File: config.mk
export PLATFORM = sky130hd
export DESIGN_NAME = vending_ctrl
export DESIGN_NICKNAME = d
export VERILOG_FILES = /design/src/rtl/vending_pkg.sv /design/src/rtl/vending_ctrl_msg_timer.sv /design/src/rtl/vending_ctrl.sv
export SDC_FILE = /design/constraint.sdc
export NUM_CORES = 1
export LEC_CHECK = 0
export CAP_MARGIN = 10
export CELL_PAD_IN_SITES_DETAIL_PLACEMENT = 0
export CELL_PAD_IN_SITES_GLOBAL_PLACEMENT = 1
export CORE_AREA = 4 4 82 84
export DETAILED_ROUTE_END_ITERATION = 16
export DIE_AREA = 0 0 86 88
export PLACE_DENSITY = 0.77
export SYNTH_ARGS = -nofsm -noshare
export SYNTH_HDL_FRONTEND = slang
export SYNTH_SLANG_ARGS = --single-unit
File: constraint.sdc
create_clock -name clk -period 3.7 [get_ports clk]
set_input_delay 0.74 -clock clk [delete_from_list [all_inputs] [get_ports clk]]
set_output_delay 0.74 -clock clk [all_outputs]
set_load 0.03 [all_outputs]
File: src/rtl/vending_pkg.sv
// vending_pkg: display codes, FSM states and the display-code helper shared by vending_ctrl
package vending_pkg;
    localparam logic [3:0] DISP_E = 4'b0110;
    localparam logic [3:0] DISP_N = 4'b1000;
    localparam logic [3:0] DISP_P = 4'b1001;
    typedef enum logic [1:0] {IDLE, SHOW_P, SHOW_N, SHOW_E} state_t;
    function automatic logic [3:0] disp_code(state_t s, logic [2:0] credit);
        return s == SHOW_P ? DISP_P : s == SHOW_N ? DISP_N : s == SHOW_E ? DISP_E : {1'b0, credit};
    endfunction
endpackage

File: src/rtl/vending_ctrl_msg_timer.sv
// msg_timer: loadable down-counter that holds at zero and flags done there
module msg_timer #(
    parameter int MSG_CYCLES = 25_000_000
) (
    input  logic clk,
    input  logic rst_n,
    input  logic load,
    output logic done
);
    localparam int TW = $clog2(MSG_CYCLES + 1);
    logic [TW-1:0] count;
    always_ff @(posedge clk or negedge rst_n)
        if (!rst_n) count <= '0;
        else count <= load ? TW'(MSG_CYCLES - 1) : done ? count : count - TW'(1);
    assign done = count == '0;
endmodule

File: src/rtl/vending_ctrl.sv
// vending_ctrl: credit tracking, buy/cancel handling and registered display/pulse outputs
module vending_ctrl
    import vending_pkg::*;
#(
    parameter int PRICE      = 3,
    parameter int MAX_CREDIT = 5,
    parameter int MSG_CYCLES = 25_000_000
) (
    input  logic       clk,
    input  logic       rst_n,
    input  logic       coin_1,
    input  logic       coin_2,
    input  logic       buy,
    input  logic       cancel,
    output logic [3:0] codigo,
    output logic       dispense,
    output logic [2:0] change,
    output logic       change_valid,
    output logic       coin_reject,
    output logic       busy
);
    localparam logic [2:0] PRICE_C = 3'(PRICE);
    localparam logic [3:0] MAX_C   = 4'(MAX_CREDIT);
    state_t     state, nxt_state;
    logic [2:0] credit, nxt_credit, nxt_change;
    logic       nxt_dispense, nxt_cv, nxt_rej, coin, done, load;
    logic [3:0] add, sum;
    assign coin = coin_1 | coin_2;
    assign add  = {3'b0, coin_1} + {2'b0, coin_2, 1'b0};
    assign sum  = {1'b0, credit} + add;
    assign load = state == IDLE && nxt_state != IDLE;
    msg_timer #(.MSG_CYCLES(MSG_CYCLES)) u_timer (
        .clk  (clk),
        .rst_n(rst_n),
        .load (load),
        .done (done)
    );
    // Coins are rejected by default; only an accepted IDLE deposit clears it
    always_comb begin
        nxt_state    = state;
        nxt_credit   = credit;
        nxt_dispense = 1'b0;
        nxt_change   = '0;
        nxt_cv       = 1'b0;
        nxt_rej      = coin;
        if (cancel) begin
            nxt_state  = IDLE;
            nxt_credit = '0;
            nxt_change = credit;
            nxt_cv     = credit != '0;
        end else if (state != IDLE) begin
            nxt_state = done ? IDLE : state;
        end else if (buy) begin
            nxt_state = credit >= PRICE_C ? SHOW_P : SHOW_N;
            if (credit >= PRICE_C) begin
                nxt_dispense = 1'b1;
                nxt_change   = credit - PRICE_C;
                nxt_cv       = nxt_change != '0;
                nxt_credit   = '0;
            end
        end else if (coin) begin
            nxt_rej    = sum > MAX_C;
            nxt_state  = sum > MAX_C ? SHOW_E : IDLE;
            nxt_credit = sum > MAX_C ? credit : sum[2:0];
        end
    end
    always_ff @(posedge clk or negedge rst_n)
        if (!rst_n) begin
            state        <= IDLE;
            credit       <= '0;
            codigo       <= '0;
            dispense     <= 1'b0;
            change       <= '0;
            change_valid <= 1'b0;
            coin_reject  <= 1'b0;
            busy         <= 1'b0;
        end else begin
            state        <= nxt_state;
            credit       <= nxt_credit;
            codigo       <= disp_code(nxt_state, nxt_credit);
            dispense     <= nxt_dispense;
            change       <= nxt_change;
            change_valid <= nxt_cv;
            coin_reject  <= nxt_rej;
            busy         <= nxt_state != IDLE;
        end
endmodule

Yosys cells after proc, flatten, opt, wreduce, memory -nomap -nowiden

Cells that the tools add are included.
W data, S select, Z words.

Add/sub/neg operators: 4
$mul: 0
Divide/modulo/power cells: 0
Order comparisons: 2
Eq/ne operators: 4
Shifts and indexed selects: 0
Mux-type cells: 34
Bitwise logic cells: 1
Reductions and logical operators: 7

Operators by type and width:

| cell                    | number |
|---|---|
| $mux W25                | 2 |
| $mux W3                 | 11 |
| $logic_not A25 Y1       | 1 |
| $sub A25 B1 Y25 const B | 1 |
| $mux W2                 | 7 |
| $mux W1                 | 12 |
| $mux W4                 | 2 |
| $reduce_bool A3 Y1      | 2 |
| $add A3 B3 Y4           | 1 |
| $eq A2 B2 Y1 const B    | 2 |
| $gt A4 B3 Y1 const B    | 1 |
| $reduce_bool A2 Y1      | 2 |
| $add A1 B2 Y3           | 1 |
| $ge A3 B2 Y1 const B    | 1 |
| $sub A3 B2 Y3 const B   | 1 |
| $eq A2 B1 Y1 const B    | 1 |
| $logic_not A2 Y1        | 1 |
| $ne A2 B2 Y1 const B    | 1 |
| $logic_and A1 B1 Y1     | 1 |
| $or A1 B1 Y1            | 1 |

Flip-flop bits (word level): 41
Bits in latches: 0
RAM bits: 0
Bits in read-only memories: 0
Bits of input ports: 6
Word-level logic and storage cells: 61
Memories kept: 0

Depth between registers and ports, before layout

Depth after elaboration: 12
Mapped depth: 13

Hierarchy

A second synthesis with hierarchy kept.

Cells, all modules: 229
Area, all modules: 2374.8 um^2

Modules (own cells, without submodules):

| module       | times used | cells each | area each (um^2) |
|---|---|---|---|
| msg_timer    | 1          | 147        | 1431.4 |
| vending_ctrl | 1          | 82         | 943.4 |

Worst setup path after synthesis

Ideal clock, no wire load.

Path kind: input -> register
Start point: in coin_1
End point: reg u_timer.count[1]
Library setup time: 64 ps
Data arrival time: 3047 ps
Required time: 3636 ps
Setup slack: 588 ps
Stages: 10
Path buffers: 0
Cell sequence: ha_1 -> inv_1 -> fa_1 -> o21ba_2 -> a31oi_1 -> nor2_1 -> a211o_2 -> ha_1 -> nor2_1 -> or2_2

Longest elaborated chain between the ends: 11
Elaborated cells on any way between the ends: 13
Those cells by class: add/sub: 2; order compare: 1; eq/ne: 1; mux: 6; bitwise: 1; reduce/logical: 2

RTL lines:

| element                                            | RTL line                     | RTL |
|---|---|---|
| from (decl)                                        | vending_ctrl.sv:11           | `input logic coin_1,` |
| $add A1 B2 Y3                                      | vending_ctrl.sv:29           | `assign add = {3'b0, coin_1} + {2'b0, coin_2, 1'b0};` |
| $add A3 B3 Y4                                      | vending_ctrl.sv:30           | `assign sum = {1'b0, credit} + add;` |
| $gt A4 B3 Y1                                       | vending_ctrl.sv:63           | `nxt_state = sum > MAX_C ? SHOW_E : IDLE;` |
| $mux W2                                            | vending_ctrl.sv:63           |  |
| $mux W2 (*)                                        | vending_ctrl.sv:61           | `end else if (coin) begin` |
| $mux W2 (*)                                        | vending_ctrl.sv:53           | `end else if (buy) begin` |
| $mux W2 (*)                                        | vending_ctrl.sv:51           | `end else if (state != IDLE) begin` |
| $mux W2 (*)                                        | vending_ctrl.sv:46           | `if (cancel) begin` |
| $reduce_bool A2 Y1 (*)                             | vending_ctrl.sv:31           | `assign load = state == IDLE && nxt_state != IDLE;` |
| $logic_and A1 B1 Y1 (*)                            | vending_ctrl.sv:31           |  |
| $ne A2 B2 Y1 (no line) or $mux W25 (tied branches) | --                           |  |
| to (signal assigned)                               | vending_ctrl_msg_timer.sv:14 | `else count <= load ? TW'(MSG_CYCLES - 1) : done ? count : count - TW'(1);` |
| to (decl)                                          | vending_ctrl_msg_timer.sv:11 | `logic [TW-1:0] count;` |

Mark *: on every way between the ends. The rest lies on a longest branch, timed or not.
A chain may end at the register's enable or synchronous reset.

Worst setup path in the final report

Start point: in coin_1
End point: reg u_timer.count[2]

Same word-level chain as after synthesis.

==> flow_metrics.py <==
metrics = {
    "pwr": {
        "power.density_nw_per_um2": 385,
        "leakagePower_nw": 1.04,
        "irDropWorstVdd_mv": 0.170,
    },
    "yosys": {
        "synth_edf_count": 0,
        "synthMuxAreaShare_pct": 0.924,
        "synthCells": 219,
        "synth_compound_area_share_pct": 11.4,
        "syn-num-nets": 237,
        "synth_top_family_by_area": "simple AND/OR/NAND/NOR gates",
        "synthXorXnorAreaFrac_pct": 6.47,
        "ys_ff_latch": 41,
        "synth-simple-area-share_pct": 23.0,
        "synth_async_sr_flop_share_pct": 100,
        "avgSynthCellArea_um2": 9.89,
        "synth.distinct_cells": 38,
        "synth_area_um2": 2170,
        "synth_ff_type": "dfrtp_1",
        "yosysSeqAreaShare_pct": 47.4,
        "synthAdderAreaFrac_pct": 7.28,
        "yosysWarnings": 0,
    },
    "critical_path": {
        "crit_required_ns": 3.90,
        "endpoint_kind": "flip-flop",
        "crit_fanout": 10,
        "cp_data_arrival_time_ns": 3.53,
        "start_kind": "input port",
        "endpoint": "u_timer.count[2]",
        "timing.rr.end": "u_timer.count[2]",
        "regToRegSetupSlack_ns": 0.73,
        "startpoint": "coin_1",
        "rr_worst_depth": 12,
        "crit_type": "input port to flip-flop",
        "r2r-start": "credit[0]",
    },
    "timing": {
        "max_freq_mhz": 300,
        "clock_skew_ns": 0.00756,
        "layout_min_cycle_time_ns": 3.33,
        "hold_viol": 0,
        "slew_violations": 0,
        "max-slew-margin-rel_pct": 40.0,
        "whs_ns": 0.551,
        "setup_slack_ns": 0.367,
        "tns_ns": 0,
        "fin_crit_sh_pct": 90.1,
        "finalSetupViolations": 0,
        "rsz0062_at_grt": "false",
        "tightest_slew_ns": 0.900,
    },
    "clocking": {
        "clkLatencyLatePin_ns": 0.29,
        "post_cts_resize_count": 0,
        "cts_tree": "yes",
        "clkSlewWorstSetupHoldPaths_ns": 0.07,
        "clk_path_buf_depth": 2,
        "numCtsBuffers": 5,
        "htree_levels": 2,
        "numClockSinks": 41,
        "hold_buffers": 0,
        "cts_setup_buffers": 0,
        "root_buffer": "clkbuf_8",
    },
    "run": {
        "max_cap_viol_count": 0,
    },
    "global_route": {
        "grt_antenna_before_repair": 0,
        "grt_overflow": 0,
        "grt_use_total_pct": 12.7,
        "grt_pass1_wl_mm": 7.56,
        "grt_max_degree": 42,
        "grt_pass1_vias": 1614,
    },
    "min_path": {
        "hold_class": "flip-flop to flip-flop",
    },
    "routing": {
        "wl_per_cell_um": 13.2,
        "wirelength_mm": 4.23,
        "drc": 0,
        "drt_iter0_drc": 87,
        "drtPass1Iterations": 6,
        "via_per_inst": 4.92,
        "num_vias": 1578,
        "ant_nets": 0,
    },
    "finish": {
        "post-route-util_pct": 42.8,
        "final_common_cell": "dfrtp_1",
        "fin_cells": 321,
        "area_growth_pct": 17.1,
        "drive_gt1_share_pct": 11.4,
        "nNetsFinal": 263,
        "diodes": 0,
        "final_cell_mix": "dfrtp_1, nand2_1",
    },
    "placement": {
        "port_buffers": 16,
        "dp.cells": 313,
        "gp_congestion": 0.780,
        "hpwl_mm": 3.07,
        "pre_cts_ws_ns": 0.0644,
    },
    "floorplanning": {
        "die_w_um": 86,
        "die_area_um2": 7570,
        "rows": 28,
        "core_area_um2": 5920,
        "start_util_pct": 36.6,
        "chipHeight_um": 88,
        "io_pins": 17,
    },
    "status": {
        "status": "finished clean",
    },
}
[synthesized netlist by cell type (2+ instances only)]
library cell	instances	area share (%)
nor2_1	15	2.6
a21oi_1	10	2.3
or3_1	6	1.7
nand2_1	21	3.6
o211ai_1	2	0.69
nor3_1	10	2.3
nor4_1	7	2.0
nand3_1	7	1.6
dfrtp_1	41	47
xor2_1	3	1.2
clkbuf_1	3	0.52
inv_1	15	2.6
mux2i_1	2	0.92
nand2b_1	4	1.2
or4_1	6	2.1
o21ai_0	15	3.5
nor3b_1	2	0.69
buf_2	2	0.46
a21o_1	2	0.69
ha_1	11	6.4
o21ba_2	3	1.4
or2_2	4	1.2
xnor2_1	13	5.3
[registers in the layout, summed over array words and instances (netlist names)]
signal / count
state: 2
credit: 3
coin_reject: 1
change_valid: 1
busy: 1
change: 3
dispense: 1
u_timer.count: 25
codigo: 4
[power by group]
group | switching [mW] | internal [mW]
clock | 0.152 | 0.131
sequential | 0.0291 | 0.480
combinational | 0.107 | 0.0789
total | 0.287 | 0.689
[through the flow]
step	total power, mW	cell area, µm²
CTS	0.993	2540
detailed placement	0.705	2450
global route	1.04	2540
global placement	0.704	2450
floorplan	0.632	2170
finish	0.977	2540
[logic make-up (layout without fill, tap and decap cells)]
kind of cell	after synthesis	count (layout)
xor+xnor	16	16
flops	41	41
fa+ha+maj	12	12
simple gates	89	89
mux	2	2
buf+inv	20	47
compound gates	39	39
[critical path, stage by stage]
cell and delay [ns]:
clkdlybuf4s50_1 0.48, ha_1 0.17, inv_1 0.05, fa_1 0.48
o21ba_2 0.21, a31oi_1 0.27, nor2_1 0.12, a211o_2 0.37
ha_1 0.21, nor2_1 0.11, buf_4 0.18, a21oi_1 0.05
o31ai_1 0.07
[final cells by class]
class	instances	area [µm²]
Tap cell	75	93.8
Multi-Input combinational cell	158	1060
Sequential cell	41	1030
Inverter	15	56.3
Timing Repair Buffer	24	215
Clock buffer	6	72.6
Clock inverter	2	10.0
Fill cell	552	3380
[how the worst min path moves through the flow]
| stage | end | cells past startpoint | start | slack [ns] |
|---|---|---|---|---|
| global placement | u_timer.count[18] | 2 | u_timer.count[18] | 0.52 |
| detailed placement | u_timer.count[18] | 2 | u_timer.count[18] | 0.52 |
| finish | u_timer.count[15] | 2 | u_timer.count[15] | 0.55 |
| CTS | u_timer.count[18] | 2 | u_timer.count[18] | 0.54 |
| global route | u_timer.count[15] | 2 | u_timer.count[15] | 0.58 |
| floorplan | busy | 0 | rst_n | 0.44 |
[layer usage]
metal | vias up | global-route usage (%) | routed length [µm]
met1 | 742 | 16.8 | 2070
li1 | 815 | - | -
met2 | 15 | 20.4 | 1980
met5 | - | 0 | 0
met4 | 0 | 5.47 | 76
met3 | 6 | 2.54 | 107
Power figures use the tool's default switching activity.
